**config.mk**
```make
export PLATFORM = sky130hd
export DESIGN_NAME = usiq_byte_streamer_flat
export DESIGN_NICKNAME = d
export VERILOG_FILES = /design/src/rtl/usiq_byte_streamer_if.sv /design/src/rtl/usiq_byte_streamer.sv /design/src/flat_wrapper.sv
export SDC_FILE = /design/constraint.sdc
export NUM_CORES = 1
export LEC_CHECK = 0
export CAP_MARGIN = 25
export CORE_MARGIN = 8
export CORE_UTILIZATION = 55
export DETAILED_ROUTE_END_ITERATION = 8
export MAX_ROUTING_LAYER = met4
export PLACE_DENSITY = 0.87
export SLEW_MARGIN = 15
export SYNTH_ARGS = -nofsm -noshare
export SYNTH_HDL_FRONTEND = slang
export SYNTH_SLANG_ARGS = --single-unit
```
**constraint.sdc**
```tcl
create_clock -name clk -period 4.55 [get_ports clk]
set_input_delay 0.91 -clock clk [delete_from_list [all_inputs] [get_ports clk]]
set_output_delay 0.91 -clock clk [all_outputs]
set_load 0.05 [all_outputs]
```
**src/rtl/usiq_byte_streamer_if.sv**
```systemverilog
// -----------------------------------------------------------------------------
// usiq_byte_streamer_if
//
// Read-side bundle of the upstream-IQ sample FIFO, as seen by the byte
// streamer.
//
// Signals:
//   s_tdata   [23:0]      FIFO head word (one I or Q sample)
//   s_tvalid              FIFO head word is valid
//   s_tready              pop strobe, one-cycle pulse per word taken
//   s_tlast               end-of-packet marker; always marks a Q word
//   s_tlength [LEN_W-1:0] FIFO fill level
//
// Modports:
//   master : FIFO side; drives data, valid, last and length
//   slave  : streamer side; drives the pop strobe
// -----------------------------------------------------------------------------
interface usiq_byte_streamer_if #(
  parameter int LEN_W = 11
);

  logic [23:0]      s_tdata;
  logic             s_tvalid;
  logic             s_tready;
  logic             s_tlast;
  logic [LEN_W-1:0] s_tlength;

  modport master (
    output s_tdata,
    output s_tvalid,
    output s_tlast,
    output s_tlength,
    input  s_tready
  );

  modport slave (
    input  s_tdata,
    input  s_tvalid,
    input  s_tlast,
    input  s_tlength,
    output s_tready
  );

endinterface

```
**src/rtl/usiq_byte_streamer.sv**
```systemverilog
// -----------------------------------------------------------------------------
// usiq_byte_streamer
//
// Drains the usiq sample FIFO and serialises each I/Q pair into six bytes
// for the Raspberry Pi receive port. Each edge of the Pi byte clock, rising
// or falling, advances the output by one byte. Byte order is:
//   I[23:16], I[15:8], I[7:0], Q[23:16], Q[15:8], Q[7:0]
//
// A small prefetch FSM keeps one complete pair ready, so the serialiser can
// switch to the next pair without a gap. If no pair is ready when one is
// due, the serialiser emits a fill pair and pulses underrun.
//
// Configuration macro:
//   USIQ_STREAMER_ZERO_FILL_EN  defined     : the fill pair is all zeros
//                               not defined : the fill pair repeats the last
//                                             transmitted pair
//
// Parameters:
//   THRESHOLD  FIFO level above which pi_rx_samples asserts
//   LEN_W      width of the FIFO level input
//
// Ports:
//   clk            sample clock (clk_ad9866)
//   rst            asynchronous, active-high reset
//   s_axis         FIFO read side (slave modport)
//   pi_rx_clk      asynchronous Pi byte clock
//   pi_rx_data     current byte, registered
//   pi_rx_samples  registered flag: FIFO level > THRESHOLD
//   underrun       one-cycle pulse; a pair was due but none was prefetched
//   misalign       one-cycle pulse; a tlast word was dropped from the I slot
// -----------------------------------------------------------------------------
module usiq_byte_streamer #(
  parameter int THRESHOLD = 256,
  parameter int LEN_W     = 11
) (
  input  logic                 clk,
  input  logic                 rst,
  usiq_byte_streamer_if.slave  s_axis,
  input  logic                 pi_rx_clk,
  output logic [7:0]           pi_rx_data,
  output logic                 pi_rx_samples,
  output logic                 underrun,
  output logic                 misalign
);

  typedef enum logic [1:0] {
    P_I    = 2'd0,
    P_Q    = 2'd1,
    P_FULL = 2'd2
  } pf_state_e;

  typedef enum logic {
    S_IDLE = 1'b0,
    S_RUN  = 1'b1
  } ser_state_e;

  // The threshold is widened to 32 bits so the level compare is unsigned
  // and does not depend on LEN_W.
  localparam logic [31:0] THR_U = THRESHOLD;

  // Selects byte i of a pair, most significant byte first.
  function automatic logic [7:0] byte_sel(input logic [47:0] w, input logic [2:0] i);
    logic [7:0] b;
    case (i)
      3'd0:    b = w[47:40];
      3'd1:    b = w[39:32];
      3'd2:    b = w[31:24];
      3'd3:    b = w[23:16];
      3'd4:    b = w[15:8];
      3'd5:    b = w[7:0];
      default: b = 8'h00;
    endcase
    return b;
  endfunction

  // Byte clock synchroniser.
  logic sync1_q, sync2_q, sync3_q;
  logic edge_s;

  // Prefetch state.
  pf_state_e   pf_state_q;
  logic        popped_q;
  logic [23:0] pf_i_q;
  logic [23:0] pf_q_q;
  logic        misalign_q;

  // Serialiser state.
  ser_state_e  ser_state_q;
  logic [2:0]  idx_q;
  logic [47:0] sr_q;
  logic [7:0]  data_q;
  logic        underrun_q;

  // Level flag.
  logic        samples_q;

  // Combinational helpers.
  logic        pop_s;
  logic        pf_valid_s;
  logic [47:0] pair_data_s;
  logic [47:0] fill_s;
  logic        consume_s;
  logic [2:0]  next_idx_s;

  // Three-flop synchroniser; any change between the last two stages is one
  // byte-clock edge, rising or falling.
  always_ff @(posedge clk or posedge rst) begin
    if (rst) begin
      sync1_q <= 1'b0;
      sync2_q <= 1'b0;
      sync3_q <= 1'b0;
    end else begin
      sync1_q <= pi_rx_clk;
      sync2_q <= sync1_q;
      sync3_q <= sync2_q;
    end
  end

  assign edge_s = sync2_q ^ sync3_q;

  // Pop strobe. A pop is never issued in the cycle right after a pop, which
  // gives the FIFO a cycle to present its next head word. Reset blocks pops
  // so no word is taken while state is being cleared.
  assign pop_s = ~rst & ~popped_q & s_axis.s_tvalid &
                 ((pf_state_q == P_I) | (pf_state_q == P_Q));

  assign s_axis.s_tready = pop_s;

  // A pair is available when it is fully prefetched, or when the Q word is
  // being popped in this cycle. The second case lets a consume that lands
  // with the Q pop use the fresh pair directly.
  assign pf_valid_s = (pf_state_q == P_FULL) | ((pf_state_q == P_Q) & pop_s);

  // Source of the pair that is handed to the serialiser.
  always_comb begin
    pair_data_s = {pf_i_q, pf_q_q};
    if (pf_state_q == P_FULL) begin
      pair_data_s = {pf_i_q, pf_q_q};
    end else begin
      pair_data_s = {pf_i_q, s_axis.s_tdata};
    end
  end

`ifdef USIQ_STREAMER_ZERO_FILL_EN
  assign fill_s = 48'h0000_0000_0000;
`else
  assign fill_s = sr_q;
`endif

  // A pair is consumed on the edge that starts a new pair: the first edge
  // out of IDLE, or the edge after the last byte of the current pair.
  assign consume_s  = edge_s & pf_valid_s & ((ser_state_q == S_IDLE) | (idx_q == 3'd5));
  assign next_idx_s = idx_q + 3'd1;

  // Prefetch FSM: captures an I word and then a Q word, and holds the pair
  // until the serialiser consumes it. A tlast word in the I slot cannot
  // start a pair, so it is popped and dropped.
  always_ff @(posedge clk or posedge rst) begin
    if (rst) begin
      pf_state_q <= P_I;
      popped_q   <= 1'b0;
      pf_i_q     <= 24'h00_0000;
      pf_q_q     <= 24'h00_0000;
      misalign_q <= 1'b0;
    end else begin
      popped_q   <= pop_s;
      misalign_q <= 1'b0;
      case (pf_state_q)
        P_I: begin
          if (pop_s) begin
            if (s_axis.s_tlast) begin
              misalign_q <= 1'b1;
            end else begin
              pf_i_q     <= s_axis.s_tdata;
              pf_state_q <= P_Q;
            end
          end
        end
        P_Q: begin
          if (pop_s) begin
            pf_q_q <= s_axis.s_tdata;
            if (consume_s) begin
              pf_state_q <= P_I;
            end else begin
              pf_state_q <= P_FULL;
            end
          end
        end
        P_FULL: begin
          if (consume_s) begin
            pf_state_q <= P_I;
          end
        end
        default: begin
          pf_state_q <= P_I;
        end
      endcase
    end
  end

  // Serialiser FSM: presents one byte per byte-clock edge and chains pairs
  // back to back. If a new pair is due but none is ready, the fill pair is
  // sent instead.
  always_ff @(posedge clk or posedge rst) begin
    if (rst) begin
      ser_state_q <= S_IDLE;
      idx_q       <= 3'd0;
      sr_q        <= 48'h0000_0000_0000;
      data_q      <= 8'h00;
      underrun_q  <= 1'b0;
    end else begin
      underrun_q <= 1'b0;
      case (ser_state_q)
        S_IDLE: begin
          if (consume_s) begin
            sr_q        <= pair_data_s;
            data_q      <= pair_data_s[47:40];
            idx_q       <= 3'd0;
            ser_state_q <= S_RUN;
          end
        end
        S_RUN: begin
          if (edge_s) begin
            if (idx_q != 3'd5) begin
              data_q <= byte_sel(sr_q, next_idx_s);
              idx_q  <= next_idx_s;
            end else if (consume_s) begin
              sr_q   <= pair_data_s;
              data_q <= pair_data_s[47:40];
              idx_q  <= 3'd0;
            end else begin
              underrun_q <= 1'b1;
              sr_q       <= fill_s;
              data_q     <= fill_s[47:40];
              idx_q      <= 3'd0;
            end
          end
        end
        default: begin
          ser_state_q <= S_IDLE;
          idx_q       <= 3'd0;
        end
      endcase
    end
  end

  // Data-ready flag to the Pi, recomputed from the FIFO level every cycle.
  always_ff @(posedge clk or posedge rst) begin
    if (rst) begin
      samples_q <= 1'b0;
    end else begin
      samples_q <= ({{(32-LEN_W){1'b0}}, s_axis.s_tlength} > THR_U);
    end
  end

  assign pi_rx_data    = data_q;
  assign pi_rx_samples = samples_q;
  assign underrun      = underrun_q;
  assign misalign      = misalign_q;

endmodule
```
**src/flat_wrapper.sv**
```systemverilog
// flat-port wrapper written by rule: the top's interface ports become plain ports
module usiq_byte_streamer_flat 
#(
  parameter int THRESHOLD = 256,
  parameter int LEN_W     = 11
)
  (clk, rst, pi_rx_clk, pi_rx_data, pi_rx_samples, underrun, misalign, s_axis_s_tdata, s_axis_s_tvalid, s_axis_s_tlast, s_axis_s_tlength, s_axis_s_tready);
  usiq_byte_streamer_if #(.LEN_W(LEN_W)) s_axis_i ();
  input  logic clk;
  input  logic rst;
  input  logic pi_rx_clk;
  output logic [7:0] pi_rx_data;
  output logic pi_rx_samples;
  output logic underrun;
  output logic misalign;
  input wire logic [$bits(s_axis_i.s_tdata)-1:0] s_axis_s_tdata;
  input wire logic [$bits(s_axis_i.s_tvalid)-1:0] s_axis_s_tvalid;
  input wire logic [$bits(s_axis_i.s_tlast)-1:0] s_axis_s_tlast;
  input wire logic [$bits(s_axis_i.s_tlength)-1:0] s_axis_s_tlength;
  output wire logic [$bits(s_axis_i.s_tready)-1:0] s_axis_s_tready;
  assign s_axis_i.s_tdata = s_axis_s_tdata;
  assign s_axis_i.s_tvalid = s_axis_s_tvalid;
  assign s_axis_i.s_tlast = s_axis_s_tlast;
  assign s_axis_i.s_tlength = s_axis_s_tlength;
  assign s_axis_s_tready = s_axis_i.s_tready;
  usiq_byte_streamer #(.THRESHOLD(THRESHOLD), .LEN_W(LEN_W)) u_core (.clk(clk), .rst(rst), .s_axis(s_axis_i), .pi_rx_clk(pi_rx_clk), .pi_rx_data(pi_rx_data), .pi_rx_samples(pi_rx_samples), .underrun(underrun), .misalign(misalign));
endmodule
```
**Word level (Yosys, flattened, before mapping)**

Index checks and enable logic that the tools add are counted.

- Word-level logic and storage cells: 83
- Output and inout bits: 12
- Flip-flop bits (word level): 117

- Order comparisons: 1
- Bitwise logic cells: 14
- $add $sub $neg: 1
- Reduce and logical (&&, ||, !) cells: 7
- Multiplexer cells: 30
- Equality and inequality tests: 16

Operators with widths:

| operator | number |
|---|---|
| two-way mux 48 bit | 3 |
| case mux 48 bit (2 select lines) | 1 |
| case mux 8 bit (6 select lines) | 1 |
| two-way mux 8 bit | 4 |
| two-way mux 24 bit | 1 |
| case mux 8 bit (2 select lines) | 1 |
| > comparator 11 x 9 -> 1 bit (second input constant) | 1 |
| two-way mux 2 bit | 5 |
| inequality test 2 x 1 -> 1 bit (second input constant) | 5 |
| == test 3 bit (second input constant) | 3 |
| two-way mux 1 bit | 9 |
| two-way mux 3 bit | 3 |
| bitwise AND 1 bit | 6 |
| == test 3 x 2 -> 1 bit (second input constant) | 2 |
| case mux 2 bit (3 select lines) | 1 |
| case mux 3 bit (2 select lines) | 1 |
| AND reduction 2 bit | 3 |
| inequality test 2 bit (second input constant) | 2 |
| inverter 1 bit | 4 |
| AND reduction 4 bit | 1 |
| adder 3 x 1 -> 3 bit (second input constant) | 1 |
| == test 3 x 1 -> 1 bit (second input constant) | 1 |
| logical NOT 3 bit | 1 |
| inequality test 3 bit (second input constant) | 1 |
| other kinds (6) | 8 |

**Longest topological paths before layout**

- Depth after elaboration: 12
- Mapped depth: 9
- Depth with buffers taken out: 7

**Worst setup path after synthesis**

No wires, ideal clock.

- Path type: in2reg
- From: input port rst
- To: register u_core.data_q[1] (netlist: u_core.pi_rx_data[1])
- Data required time: 4426 ps
- Stages: 7
- Buffers on the path: 0
- Arrival time: 2387 ps
- Path slack: 2039 ps
- Path through: nor3b_2 nand2b_2 inv_2 a21o_4 nand3_4 mux2_4 a211o_1

- Longest elaborated chain between the ends: 12
- Elaborated cells on any way between the ends: 14
- Those cells by class: eq/ne (1); mux (4); bitwise (8); reduce/logical (1)

RTL lines:

| element | RTL line | source |
|---|---|---|
| from (decl) | flat_wrapper.sv:10 | `input logic rst;` |
| inverter 1 bit (*) | usiq_byte_streamer.sv:124 | `assign pop_s = ~rst & ~popped_q & s_axis.s_tvalid &` |
| bitwise AND 1 bit (*) (3 in series) | usiq_byte_streamer.sv:124 |  |
| via s_axis_s_tready | flat_wrapper.sv:20 | `output wire logic [$bits(s_axis_i.s_tready)-1:0] s_axis_s_tready;` |
| bitwise AND 1 bit (*) | usiq_byte_streamer.sv:132 | `assign pf_valid_s = (pf_state_q == P_FULL) \| ((pf_state_q == P_Q) & pop_s);` |
| OR 1 bit (*) | usiq_byte_streamer.sv:132 |  |
| bitwise AND 1 bit (*) (2 in series) | usiq_byte_streamer.sv:152 | `assign consume_s = edge_s & pf_valid_s & ((ser_state_q == S_IDLE) \| (idx_q == 3'd5));` |
| two-way mux 8 bit | usiq_byte_streamer.sv:227 | `end else if (consume_s) begin` |
| two-way mux 8 bit | usiq_byte_streamer.sv:224 | `if (idx_q != 3'd5) begin` |
| two-way mux 8 bit | usiq_byte_streamer.sv:223 | `if (edge_s) begin` |
| case mux 8 bit (2 select lines) | usiq_byte_streamer.sv:213 | `case (ser_state_q)` |
| to (signal assigned) | usiq_byte_streamer.sv:217 | `data_q <= pair_data_s[47:40];` |
| to (signal assigned) | usiq_byte_streamer.sv:225 | `data_q <= byte_sel(sr_q, next_idx_s);` |
| to (signal assigned) | usiq_byte_streamer.sv:229 | `data_q <= pair_data_s[47:40];` |
| to (decl) | usiq_byte_streamer.sv:91 | `logic [7:0] data_q;` |

Mark *: on every way through the listed nets, which the timed path passes. The rest lies on a longest branch. The select of a mux whose other input is x is not followed.
A chain may end at the register's enable or synchronous reset.

**Worst setup path after layout**

- From: input port rst
- To: output port s_axis_s_tready

- Longest elaborated chain between the ends: 4

RTL lines:

| element | RTL line |
|---|---|
| inverter 1 bit | usiq_byte_streamer.sv:124 |
| bitwise AND 1 bit (3 in series) | usiq_byte_streamer.sv:124 |
| to (decl) | flat_wrapper.sv:20 |

Every way passes these cells.

==> results.toml <==
[synthesis]
synth_area_leader_cell = "dfrtp_1"
ys.flop_type = "dfrtp_1"
synth_area_leaders = "dfrtp_1, mux2_2, mux2i_1, nand2_1, o21ai_0"
ys.warnings.count = 0
yosysSeqAreaShare = 0.560
synth_edf_count = 0
syn_avg_cell_area_um2 = 12.9
yosysMostFrequentCell = "dfrtp_1"
ys_async_sr_fraction = 1.00
synth.net_count = 445
synth_top_cell_area_share = 0.560
ys_ff_latch = 117
synthTopCellsByCount = "dfrtp_1, mux2_2, nand2_1"
syn_inst = 405
ys_types = 43
netlist_area_um2 = 5230

[power_and_ir_drop]
cellPowerDensity_nw_per_um2 = 633
seqPwrFrac = 0.426
clock_power_share = 0.302
switchingPower_mw = 1.32
sw_frac_of_total = 0.326
combPwrFrac = 0.272
power.leakage_nw = 2.78
p_total_mw = 4.05
ir_drop_v = 0.000309
cell_internal_pwr_mw = 2.73

[worst_setup_path]
crit_buf_inv = 3
cp_slowest_stage_delay_ns = 0.80
critical-path-top-delay-family = "buffers and inverters"
crit_top_cell = "clkdlybuf4s50_1"
slowest_stage = "clkdlybuf4s50_1"
crit_type = "in -> out"
r2r_slack_ns = 1.90
worst_ep_arrival_time_ns = 2.71
cp_max_fo = 4
start_kind = "primary input"
required_ns = 3.64
endpoint_kind = "output port"
crit_chain = "clkdlybuf4s50_1 > nor3b_2 > nand2b_2 > inv_2 > clkdlybuf4s50_1"

[grt]
grt_pass1_vias = 3717
grt-ovfl-total = 0
grt_max_degree = 69
grt.total_usage = 0.194
grt_pass1_wl_mm = 18.9
antenna_found_initial = 0

[routing]
drt-initial-drc-count = 244
vias = 3430
ant_nets = 0
drt_pass1_iterations = 4
wl_mm = 11.4
viasPerCell = 5.75
route.detailed.drc = 0
post_drt_wl_per_cell_um = 19.1

[timing]
hold_slack_ns = 0.358
min_period_over_period = 0.797
setup_violations = 0
rsz0062_at_grt = "false"
hold_violations = 0
fin_crit_ns = 3.62
final.setup.tns_ns = 0
report.final.slew_viol_count = 0
max_freq_mhz = 276
relSlewSlack = 0.406
fin_skew_ns = 0.00947
tightest_slew_ns = 0.888

[die]
ios = 52
coreArea_um2 = 9240
row_count = 35
die_width_um = 114
dieArea_um2 = 12900
die_h_um = 114
initial_core_util = 0.566

[cts]
htree_levels = 4
cts_resized = 0
cts_tree = "yes"
cts_setup_buffers = 0
clkSlewWorstSetupHoldPaths_ns = 0.06
insertion_delay_ns = 0.51
holdBufCountCts = 0
cts_root_buf = "clkbuf_8"
cts.sinks = 117
cts_buffers = 17
clk_path_buf_depth = 2

[job]
cap_violations = 0

[layout]
antenna_cells = 0
drive_above_1_share = 0.291
fin_util = 0.692
design_area_um2 = 6400
area_growth_pct = 22.3
finalNetCount = 495

[place]
dpl_cell_area_um2 = 5850
gp_congestion = 0.831
hpwl_mm = 7.44
io_buffer_count = 51

[run_status]
outcome = "finished, final reports clean"

[hold_path]
hold_path.class = "reg -> reg"
worst paths after layout:
| kind | end | cells past startpoint | start |
|---|---|---|---|
| setup / recovery | s_axis_s_tready | 5 | rst |
| hold / removal | u_core.sync2_q | 0 | u_core.sync1_q |
| setup reg to reg | u_core.fill_s[36] | 6 | u_core.pf_state_q[0] |
| hold reg to reg | u_core.sync2_q | 0 | u_core.sync1_q |
| max in group asynchronous | u_core.fill_s[2] | 3 | rst |
| min in group asynchronous | u_core.popped_q | 2 | rst |
metrics by stage:
stage          std cells  setup WS [ns]
5_1_grt              597          0.811
6_report             597          0.926
3_5_place_dp         565          0.912
2_1_floorplan        405          0.539
3_3_place_gp         564          0.954
4_1_cts              597          0.908
layout by cell type (no fill, tap or decap), types with 2 or more instances in the layout:
cell	n
clkbuf_16	16
dfrtp_1	117
mux4_2	6
nor3b_1	2
o211ai_1	5
nor4_1	2
a211o_1	2
nor2_1	12
a221o_1	5
clkdlybuf4s50_1	51
o21a_1	2
a21oi_1	7
mux2_2	77
inv_1	3
mux2_4	6
o21ai_0	29
and2_1	3
buf_4	3
a31oi_1	7
clkinv_2	5
nand3b_1	2
clkinvlp_4	3
mux2i_1	26
nand2_1	45
clkbuf_8	3
clkinv_4	2
sequential cells by signal, indices dropped and copies added, names as in the netlist, 2 cells and up:
register           cells
u_core.pf_q_q         24
u_core.pf_state_q      2
u_core.idx_q           3
u_core.pf_i_q         24
u_core.fill_s         48
u_core.pi_rx_data      8
power by group through the flow:
stage                     sequential, mW  clock, mW  combinational (mW)
after floorplan                     1.70          0               0.773
after global placement              1.70          0                1.05
after detailed placement            1.73          0                1.10
after CTS                           1.72       1.23                1.11
after global routing                1.77       1.28                1.19
final                               1.72       1.22                1.10
layer usage:
metal  global-route usage  wire [µm]
met1                0.226       4780
met3               0.0581        575
met4               0.0737        218
met5                    -          0
met2                0.310       5840
layout make-up:
cell class,count,area [µm²]
sequential,117,2930
timing repair buffer,56,568
clock inverter,12,104
inverter,5,21.3
multi-input combinational,258,2170
tap,129,161
clock buffer,20,445
fill,626,2840
kinds of logic after synthesis:
logic type      after synthesis  share of synthesized area
compound gates               66                     0.0820
xor+xnor                      2                    0.00478
buf+inv                      30                     0.0275
flops                       117                      0.560
mux                         115                      0.258
simple gates                 75                     0.0677
(Power assumes the default switching activity.)
